--- src/rtl/bcd_seq_converter.sv ---
// Iterative binary-to-BCD converter using shift-and-add-3, one input bit per clock.
// The last result stays on bcd_out/ovf while the next conversion runs.
module bcd_seq_converter #(
  parameter int IN_W   = 13,
  parameter int DIGITS = 4
) (
  input  logic                  clk,
  input  logic                  rst_n,
  input  logic                  start,
  input  logic [IN_W-1:0]       bin_in,
  output logic                  busy,
  output logic                  done,
  output logic [4*DIGITS-1:0]   bcd_out,
  output logic                  ovf
);

  localparam int          SW    = 4*DIGITS + 4;
  localparam int          CW    = $clog2(IN_W + 1);
  localparam logic [31:0] LIMIT = 32'(10**DIGITS);

  typedef enum logic [0:0] {
    IDLE  = 1'b0,
    SHIFT = 1'b1
  } state_t;

  state_t              state_r;
  logic [IN_W-1:0]     shreg_r;
  logic [SW-1:0]       scratch_r;
  logic [CW-1:0]       cnt_r;
  logic                ovf_next_r;
  logic                busy_r;
  logic                done_r;
  logic [4*DIGITS-1:0] bcd_r;
  logic                ovf_r;

  logic [SW-1:0]       adj_s;
  logic [SW+IN_W-1:0]  nxt_s;

  // Nibble correction ahead of the shift; the guard nibble is corrected too.
  function automatic logic [SW-1:0] add3_nibbles(input logic [SW-1:0] v);
    logic [SW-1:0] r;
    r = v;
    for (int i = 0; i < SW/4; i++) begin
      if (r[4*i +: 4] >= 4'd5) begin
        r[4*i +: 4] = r[4*i +: 4] + 4'd3;
      end else begin
        r[4*i +: 4] = r[4*i +: 4];
      end
    end
    return r;
  endfunction

  // Corrected scratch concatenated with the shift register, shifted left one bit.
  always_comb begin
    adj_s = add3_nibbles(scratch_r);
    nxt_s = {adj_s, shreg_r} << 1'b1;
  end

  // Conversion FSM with registered handshake and result outputs.
  always_ff @(posedge clk) begin
    if (!rst_n) begin
      state_r    <= IDLE;
      shreg_r    <= '0;
      scratch_r  <= '0;
      cnt_r      <= '0;
      ovf_next_r <= 1'b0;
      busy_r     <= 1'b0;
      done_r     <= 1'b0;
      bcd_r      <= '0;
      ovf_r      <= 1'b0;
    end else begin
      done_r <= 1'b0;
      case (state_r)
        IDLE: begin
          if (start) begin
            shreg_r    <= bin_in;
            scratch_r  <= '0;
            cnt_r      <= CW'(IN_W);
            ovf_next_r <= (32'(bin_in) >= LIMIT);
            busy_r     <= 1'b1;
            state_r    <= SHIFT;
          end else begin
            state_r    <= IDLE;
          end
        end
        SHIFT: begin
          scratch_r <= nxt_s[SW+IN_W-1:IN_W];
          shreg_r   <= nxt_s[IN_W-1:0];
          cnt_r     <= cnt_r - CW'(1);
          if (cnt_r == CW'(1)) begin
            bcd_r   <= nxt_s[IN_W +: 4*DIGITS];
            ovf_r   <= ovf_next_r;
            done_r  <= 1'b1;
            busy_r  <= 1'b0;
            state_r <= IDLE;
          end else begin
            state_r <= SHIFT;
          end
        end
        default: begin
          busy_r  <= 1'b0;
          state_r <= IDLE;
        end
      endcase
    end
  end

  assign busy    = busy_r;
  assign done    = done_r;
  assign bcd_out = bcd_r;
  assign ovf     = ovf_r;

endmodule

--- config.mk ---
export PLATFORM = sky130hd
export DESIGN_NAME = bcd_seq_converter
export DESIGN_NICKNAME = d
export VERILOG_FILES = /design/src/rtl/bcd_seq_converter.sv
export SDC_FILE = /design/constraint.sdc
export NUM_CORES = 1
export LEC_CHECK = 0
export CELL_PAD_IN_SITES_DETAIL_PLACEMENT = 1
export CELL_PAD_IN_SITES_GLOBAL_PLACEMENT = 2
export CORE_MARGIN = 10
export CORE_UTILIZATION = 35
export DETAILED_ROUTE_END_ITERATION = 10
export DONT_BUFFER_PORTS = 1
export PLACE_DENSITY_LB_ADDON = 0.1
export REMOVE_ABC_BUFFERS = 1
export SLEW_MARGIN = 20
export SYNTH_ARGS = -nofsm -noshare
export SYNTH_HDL_FRONTEND = slang
export SYNTH_SLANG_ARGS = --single-unit
--- constraint.sdc ---
create_clock -name clk -period 1.8 [get_ports clk]
set_clock_uncertainty 0.2 [all_clocks]
set_input_delay 0.54 -clock clk [delete_from_list [all_inputs] [get_ports clk]]
set_output_delay 0.54 -clock clk [all_outputs]
set_load 0.05 [all_outputs]
==> impl.org, run 1 <==
** Outcome
- Outcome :: completed

** CTS
- Buffer type at the clock tree root :: clkbuf_8
- Max H-tree Level :: 2
- Worst-Skew Late Latency :: roughly 0.3 ns
- Clock tree synthesis inserted a total of 5 buffers.
- Hold repair after CTS inserted 0 buffers.
- Counting every sink on the clock net gives 52.
- The longest clock path from root to sink contains 2 buffers.
- CTS tree :: built
- Clock-pin slew was measured on the worst setup and hold paths at ~0.090 ns.

** Synthesis
- The synthesized design contains 52 register bits.
- Sequential cells were found to cover between 40% and 50% of the synthesized design area.
- Sorting the synthesized cells by area gives the leading types as dfxtp_1 44%, a21oi_1 6.5%, o2bb2ai_2 6.3%.
- Synthesis produced a netlist whose cell count is 247.
- Yosys printed 0 warnings.
- Netlist Area Pre-Place :: 2380 um2
- The share of synthesized area in the top cell type comes to between 40% and 50%.
- Of all cell types, the one taking the most synthesized area is dfxtp_1.
- Synth unique cells :: 31
- For this run, asynchronously set or reset flops after synthesis account for 0%.
- A synthesized cell averages 9.62 um2.
- Counting flops with a built-in enable in the synthesized netlist gives 0.
- Ys flop type :: dfxtp_1

** Power
- Leakage :: about 1.0 nW
- Total power draw :: 2.21 mW
- Net switching is 24.2% of the power.
- IR analysis of the VDD net gives a maximum drop of between 0.0003 and 0.0004 V.
- Power density cells :: about 800 nW/um2
- In this run, the combinational gates consume 9.5% of the power.
- The internal power of the cells totals 1.68 mW.
- Per report_power, the clock group accounts for 35.8% of the total.
- Net Switching :: ~0.54 mW
- Registers are responsible for a little over half of the overall power.

** Floorplanning
- In this run the standard cell core region covers between 6000 and 7000 um2.
- Count of boundary I/O pins :: 35
- The floorplan has 29 rows.
- Die height :: slightly above 100 um
- Once the floorplan was initialized, standard cells occupied 36.8% of the core.
- The floorplan step defined a die boundary enclosing 10500 um2.
- The die is between 100 and 150 um wide.

** Hold path
- Worst Hold Depth :: 2
- The worst hold path terminates at cnt_r[1].
- In this run the worst hold path is classified as in -> reg.
- The worst hold path begins at start.

** Timing
- Achievable clock frequency :: 578 MHz
- In the finished design, the share of the clock period the worst path needs comes to a little over nine tenths.
- Number of hold violations in the final report :: 0
- The final-report max-slew violation count came to 0.
- The worst path in the final design needs a cycle of 1.73 ns, including I/O delays and setup.
- Setup violators final :: 0
- Worst Hold Slack :: about 0.24 ns
- In this run the tightest slew margin relative to its limit is 63.6%.
- Slew at the pin closest to its max-slew limit :: roughly 0.55 ns

** Critical path
- Critical path capture point type :: flip-flop
- Crit-path max FO :: 4
- Sort of element at the start of the critical path :: flip-flop
- Critical path class :: reg -> reg
- The worst register-to-register path begins at scratch_r[1].
- Register-to-Register Setup Slack :: 0.07 ns
- Worst EP arrival :: 1.70 ns
- Worst reg-to-reg path cell count :: 7
- For the worst setup path, the data required time is 1.77 ns.
- Critical R2R Capture :: scratch_r[1]

** Routing
- After detailed routing, the number of remaining DRC violations is 0.
- The routed layout has 1846 vias.
- Routed WL :: approximately 5800 um
- Starting DRT DRC Count :: 46
- In the final routed layout, each cell accounts on average for between 15 and 20 um.
- Length of the first detailed-routing pass in iterations :: 3
- Vias per inst :: approximately 5.4
- Once detail routing completed, the nets flagged for antenna violations numbered 0.

** Layout
- The library cell used most frequently in the layout, excluding fill and tap cells, is dfxtp_1.
- FILL cells :: 727
- Commonest cells after routing, fill and taps aside :: 51 x dfxtp_1, 28 x nor2_1, 27 x a21oi_1, 26 x buf_4, 16 x inv_1
- The number of antenna diodes in the final layout is 0.
- After routing the design area is around 2700 um2.
- Final #Nets :: 292
- Compared with the post-synthesis result, the final layout area differs by 15.5%.
- The post-route netlist has between 20% and 30% of its cells at a drive strength greater than 1.

** GRT
- Global routing used between 10% and 20% of the available tracks.
- Initial antenna violation count :: 0
- Largest net degree at the start of global routing :: 25
- Via count of the first global-routing pass :: 1973
- Global route total overflow :: 0
- The first global-routing pass estimated between 9000 and 10000 um of wire.

** Place
- Total placed instance area :: around 2600 um2
- In this run the tool buffered the top-level ports with 0 buffer cells.
- Placer congestion estimate :: between 0.7 and 0.8
- Detailed placement ended at an HPWL of about 4200 um.

** Run
- MaxCap Viol Count :: 0
## worst max-delay path, cell delays in order, from the launching register on
cell and delay, ns:
dfxtp_1 0.34, inv_1 0.10, ha_1 0.19, nand2b_1 0.16, a21oi_2 0.19, buf_4 0.14, xnor2_1 0.17, o32ai_1 0.12
## per-stage QoR
step | cells | worst slack [ns] | TNS (ns) | util, %
finish | 344 | 0.0701 | 0 | 42.5
floorplan | 232 | -0.424 | -10.81 | -
global placement | 334 | 0.102 | 0 | 39.9
CTS | 342 | 0.0162 | 0 | 41.8
global route | 344 | -0.0182 | -0.0355 | 42.5
detailed placement | 334 | -0.0244 | -0.0379 | 39.9
## cells by family (layout without fill, tap and decap cells)
family | count (synthesis) | in the layout | synth area share (%)
fa+ha+maj | 10 | 10 | 5.27
simple gates | 61 | 61 | 13.1
compound gates | 69 | 69 | 22.1
buf+inv | 33 | 53 | 6.79
flops | 52 | 52 | 43.8
xor+xnor | 4 | 4 | 1.47
other cells | 1 | 1 | 0.158
mux | 17 | 17 | 7.37
## final cells by class
type / instances / area, um2 / area share [%]
timing repair buffer: 27 / 215 / 7.84
multi-input combinational: 162 / 1210 / 44.3
inverter: 18 / 67.6 / 2.46
sequential: 52 / 1040 / 38.0
clock inverter: 2 / 35.0 / 1.28
clock buffer: 6 / 72.6 / 2.64
tap: 77 / 96.3 / 3.51
## how the worst max path moves through the flow
| stage | startpoint | end | slack (ns) | cells past startpoint |
|---|---|---|---|---|
| final | scratch_r[1] | scratch_r[1] | 0.07 | 7 |
| after global routing | scratch_r[1] | scratch_r[1] | -0.02 | 7 |
| after floorplan | state_r | bcd_out[0] | -0.42 | 4 |
| after detailed placement | scratch_r[9] | scratch_r[10] | -0.02 | 6 |
| after global placement | scratch_r[0] | scratch_r[2] | 0.10 | 6 |
| after CTS | scratch_r[0] | scratch_r[2] | 0.02 | 6 |
## what timing repair did
action,in CTS,in global routing
pin swaps,0,3
resized for setup,3,8
buffers inserted,0,2
setup endpoints to repair,5,8
## synth_stat cells, drive strengths merged, types with 2 or more instances
cell type	count
a21oi	31
a311oi	2
buf	9
clkbuf	6
dfxtp	52
ha	10
inv	18
mux2	4
mux2i	13
nand2	3
nand2b	6
nand3	4
nor2	29
nor3	11
nor3b	7
o21ai	7
o2bb2ai	15
o32ai	11
xnor2	4
## layer usage
| metal | track usage, % | vias up | routed length [um] |
|---|---|---|---|
| li1 | - | 917 | - |
| met1 | 12.9 | 900 | 2450 |
| met2 | 21.2 | 23 | 3030 |
| met3 | 3.51 | 6 | 245 |
| met4 | 3.36 | 0 | 64 |
| met5 | 0 | - | 0 |
## flip-flops by register name, summed over array words and instances (netlist names)
name and flops:
shreg_r 13, state_r 1, cnt_r 4, scratch_r 16, bcd_out 16, busy 1
done 1
## power groups by stage
stage	Sequential (mW)	Clock, mW	Combinational (mW)
finish	1.21	0.792	0.209
CTS	1.21	0.823	0.212
global placement	1.24	0	0.203
floorplan	1.26	0	0.118
global route	1.22	0.871	0.238
detailed placement	1.24	0	0.212
Note: power is estimated with default switching activity, not from simulation.
==> inputs of run 2 (changes only) <==
- clock period: 1.8 -> 1.4 ns (I/O delays scaled with it)
==> impl.org, run 2 (synthesized netlist as in run 1, its figures left out) <==
** Place
- The pre-CTS setup slack was -0.364 ns (was -0.0244 ns).
- Placer congestion estimate :: 0.845 (was 0.781)
- The port buffer count was 0 (unchanged).
- Placed Cells :: 366 (was 334)
- Dpl hpwl :: 4550 um (was 4220 um)

** Critical path
- The endpoint arrival time on the critical path came to 1.65 ns (was 1.70 ns).
- The critical setup path kind is reg -> reg (unchanged).
- Critical path capture point type :: flip-flop (unchanged)
- Crit-path max FO :: 3 (was 4)
- The element type at the critical path start was a flip-flop (unchanged).
- Critical Path RT :: 1.44 ns (was 1.77 ns)

** Timing
- Achievable clock frequency :: 623 MHz (was 578 MHz)
- Final Max Slew Viols :: 0 (unchanged)
- Post-layout worst setup margin :: -0.205 ns (was 0.0701 ns)
- Min Tclk post-route :: 1.61 ns (was 1.73 ns)
- Setup repair after global routing could not meet its margin everywhere.
- The setup violation total in the final timing report was 50 (was 0).
- Post-route fraction of the period consumed by the critical path :: 115% (was 96.1%)
- The count of final hold-check violations was 0 (unchanged).

** Outcome
- Outcome: complete, but fails checks (was completed).
- Violations in the final reports :: negative setup slack

** GRT
- Global routing usage on met3 :: 3.64% (was 3.51%)
- The busiest metal layer after global routing is met2 (unchanged).
- GR met2 Demand/Resource :: 25.7% (was 21.2%)
- The via count of the first global-routing pass was 2232 (was 1973).
- The pin count of the biggest net entering global routing was 27 (was 25).
- Global route total overflow :: 0 (unchanged)
- Met1 Track Usage GR :: 14.0% (was 12.9%)
- Global-route wire length before repair :: 11200 um (was 9790 um)
- Total routing usage reported by global routing :: 13.3% (was 11.7%)
- The initial antenna violation count came to 0 (unchanged).

** CTS
- Hold buffers post-CTS :: 0 (unchanged)
- The clock transition at the registers of the reported paths came to 0.10 ns (was 0.09 ns).
- The TritonCTS buffer count is 5 (unchanged).
- Clock Sink Count :: 52 (unchanged)
- CTS tree :: built (unchanged)
- Worst-Skew Late Latency :: 0.30 ns (about the same)
- Buffer type at the clock tree root :: clkbuf_8 (unchanged)
- Max H-tree Level :: 2 (unchanged)
- The number of buffers on the longest clock path was 2 (unchanged).

** Floorplanning
- The y dimension of the die is 102 um (unchanged).
- The placeable core region was 6460 um2 (unchanged).
- The full die area was 10500 um2 (unchanged).
- Starting density of the core :: 36.8% (unchanged)
- The overall die width came to 102 um (unchanged).
- Number of placement rows :: 29 (unchanged)
- The I/O pin count was 35 (unchanged).

** Power
- The fraction of power spent switching nets came to 25.4% (was 24.2%).
- The fraction of power consumed by combinational cells was 14.0% (was 9.5%).
- Net Switching :: 0.759 mW (was 0.535 mW)
- Total power draw :: 2.99 mW (was 2.21 mW)
- Clk network pwr share :: 34.4% (was 35.8%)
- The cell-internal power is 2.23 mW (was 1.68 mW).
- Leakage :: 1.46 nW (was 1.03 nW)
- The worst ir drop on vdd was 0.000476 V (was 0.000332 V).
- The power density over the cells was 768 nW/um2 (was 806 nW/um2).
- The sequential cell fraction of total power was 51.6% (was 54.7%).

** Layout
- Diodes inserted :: 0 (unchanged)
- Commonest cells after routing, fill and taps aside: 40 x buf_4, 27 x nor2_1, 24 x dfxtp_1, 22 x a21oi_1, 18 x dfxtp_2 (was 51 x dfxtp_1, 28 x nor2_1, 27 x a21oi_1, 26 x buf_4, 16 x inv_1).
- The number of non-filler instances in the completed layout is 394 (was 344).
- The most common library cell in the layout ignoring fill and taps is buf_4 (was dfxtp_1).
- The number of fillers in the final layout is 652 (was 727).
- The layout net count came to 342 (was 292).
- Ratio of cells with drive above 1 in the final layout :: 60.9% (was 23.2%)
- Area grow syn2layout :: 64.1% (was 15.5%)

** Routing
- The final routed DRC violation total was 0 (unchanged).
- The wire length reported by the detailed router is 7410 um (was 5800 um).
- Length of the first detailed-routing pass in iterations :: 2 (was 3)
- WL per Instance :: 18.8 um (was 16.8 um)
- The count of routing violations after the opening detailed-route iteration is 63 (was 46).
- The number of vias after detailed routing is 2066 (was 1846).
- Vias per inst :: 5.24 (was 5.37)
- ANT nets after route :: 0 (unchanged)

** Hold path
- The classification of the worst-slack hold path is in -> reg (unchanged).

** Run
- The number of maximum-capacitance violations came to 0 (unchanged).
## run 2: changes by cell type in the layout (fill, tap and decap cells not counted), moves of 7 or more
cell     before  now
dfxtp_2       1   18
o32ai_1      11    2
inv_1        16    4
dfxtp_1      51   24
ha_1          9    0
buf_8         0    7
buf_6         0   15
inv_4         0    7
buf_12        1   14
buf_4        26   40
ha_4          1   10
dfxtp_4       0   10
o32ai_2       0    9
## run 2: per-stage QoR
step                area [um2]  util (%)  TNS [ns]  hold WS [ns]
floorplan                 2280         -    -30.48         0.254
global placement          2980      46.2     -4.28         0.271
detailed placement        2980      46.2     -6.41         0.287
CTS                       3580      55.4     -5.28        0.0753
global route              3900      60.4     -7.28        0.0741
finish                    3900      60.4     -4.43        0.0828
## run 2: critical path, cell delays in order (launching register included)
cell,delay [ns]
dfxtp_2,0.37
inv_4,0.06
ha_4,0.14
nand2b_4,0.14
a21oi_4,0.18
mux2_4,0.33
o2bb2ai_2,0.13
## run 2: path summary, 6_finish.rpt
check | start | endpoint | slack, ns | cells past startpoint
max | scratch_r[5] | bcd_out[6] | -0.21 | 6
min | start | cnt_r[1] | 0.08 | 2
max reg2reg | scratch_r[5] | bcd_out[6] | -0.21 | 6
min reg2reg | bcd_out[2] | bcd_out[2] | 0.30 | 1
## run 2: area by class of cell
type	instances	area, um2	area share, %
well taps	77	96.3	2.47
clock buffers	6	72.6	1.86
inverters	18	88.8	2.28
repair buffers	77	880	22.6
clock inverters	2	35.0	0.898
multi-input cells	162	1630	41.7
flip-flops and latches	52	1100	28.2
## run 2: timing repair
action,4_1_cts,5_1_grt
gates cloned,0,1
pin swaps,29,20
setup buffers,10,11
setup endpoints to repair,52,54
resized for setup,108,56
## run 2: power groups by stage
stage | logic, mW | clock network, mW | registers [mW]
finish | 0.419 | 1.03 | 1.54
floorplan | 0.151 | 0 | 1.61
detailed placement | 0.314 | 0 | 1.59
global route | 0.454 | 1.10 | 1.55
global placement | 0.301 | 0 | 1.58
CTS | 0.353 | 1.05 | 1.55
## run 2: layer usage
layer / vias to the layer above / part of all wire, %
li1: 1011 / -
met1: 1011 / 38
met2: 32 / 57
met3: 12 / 3.6
met4: 0 / 1.6
met5: - / 0
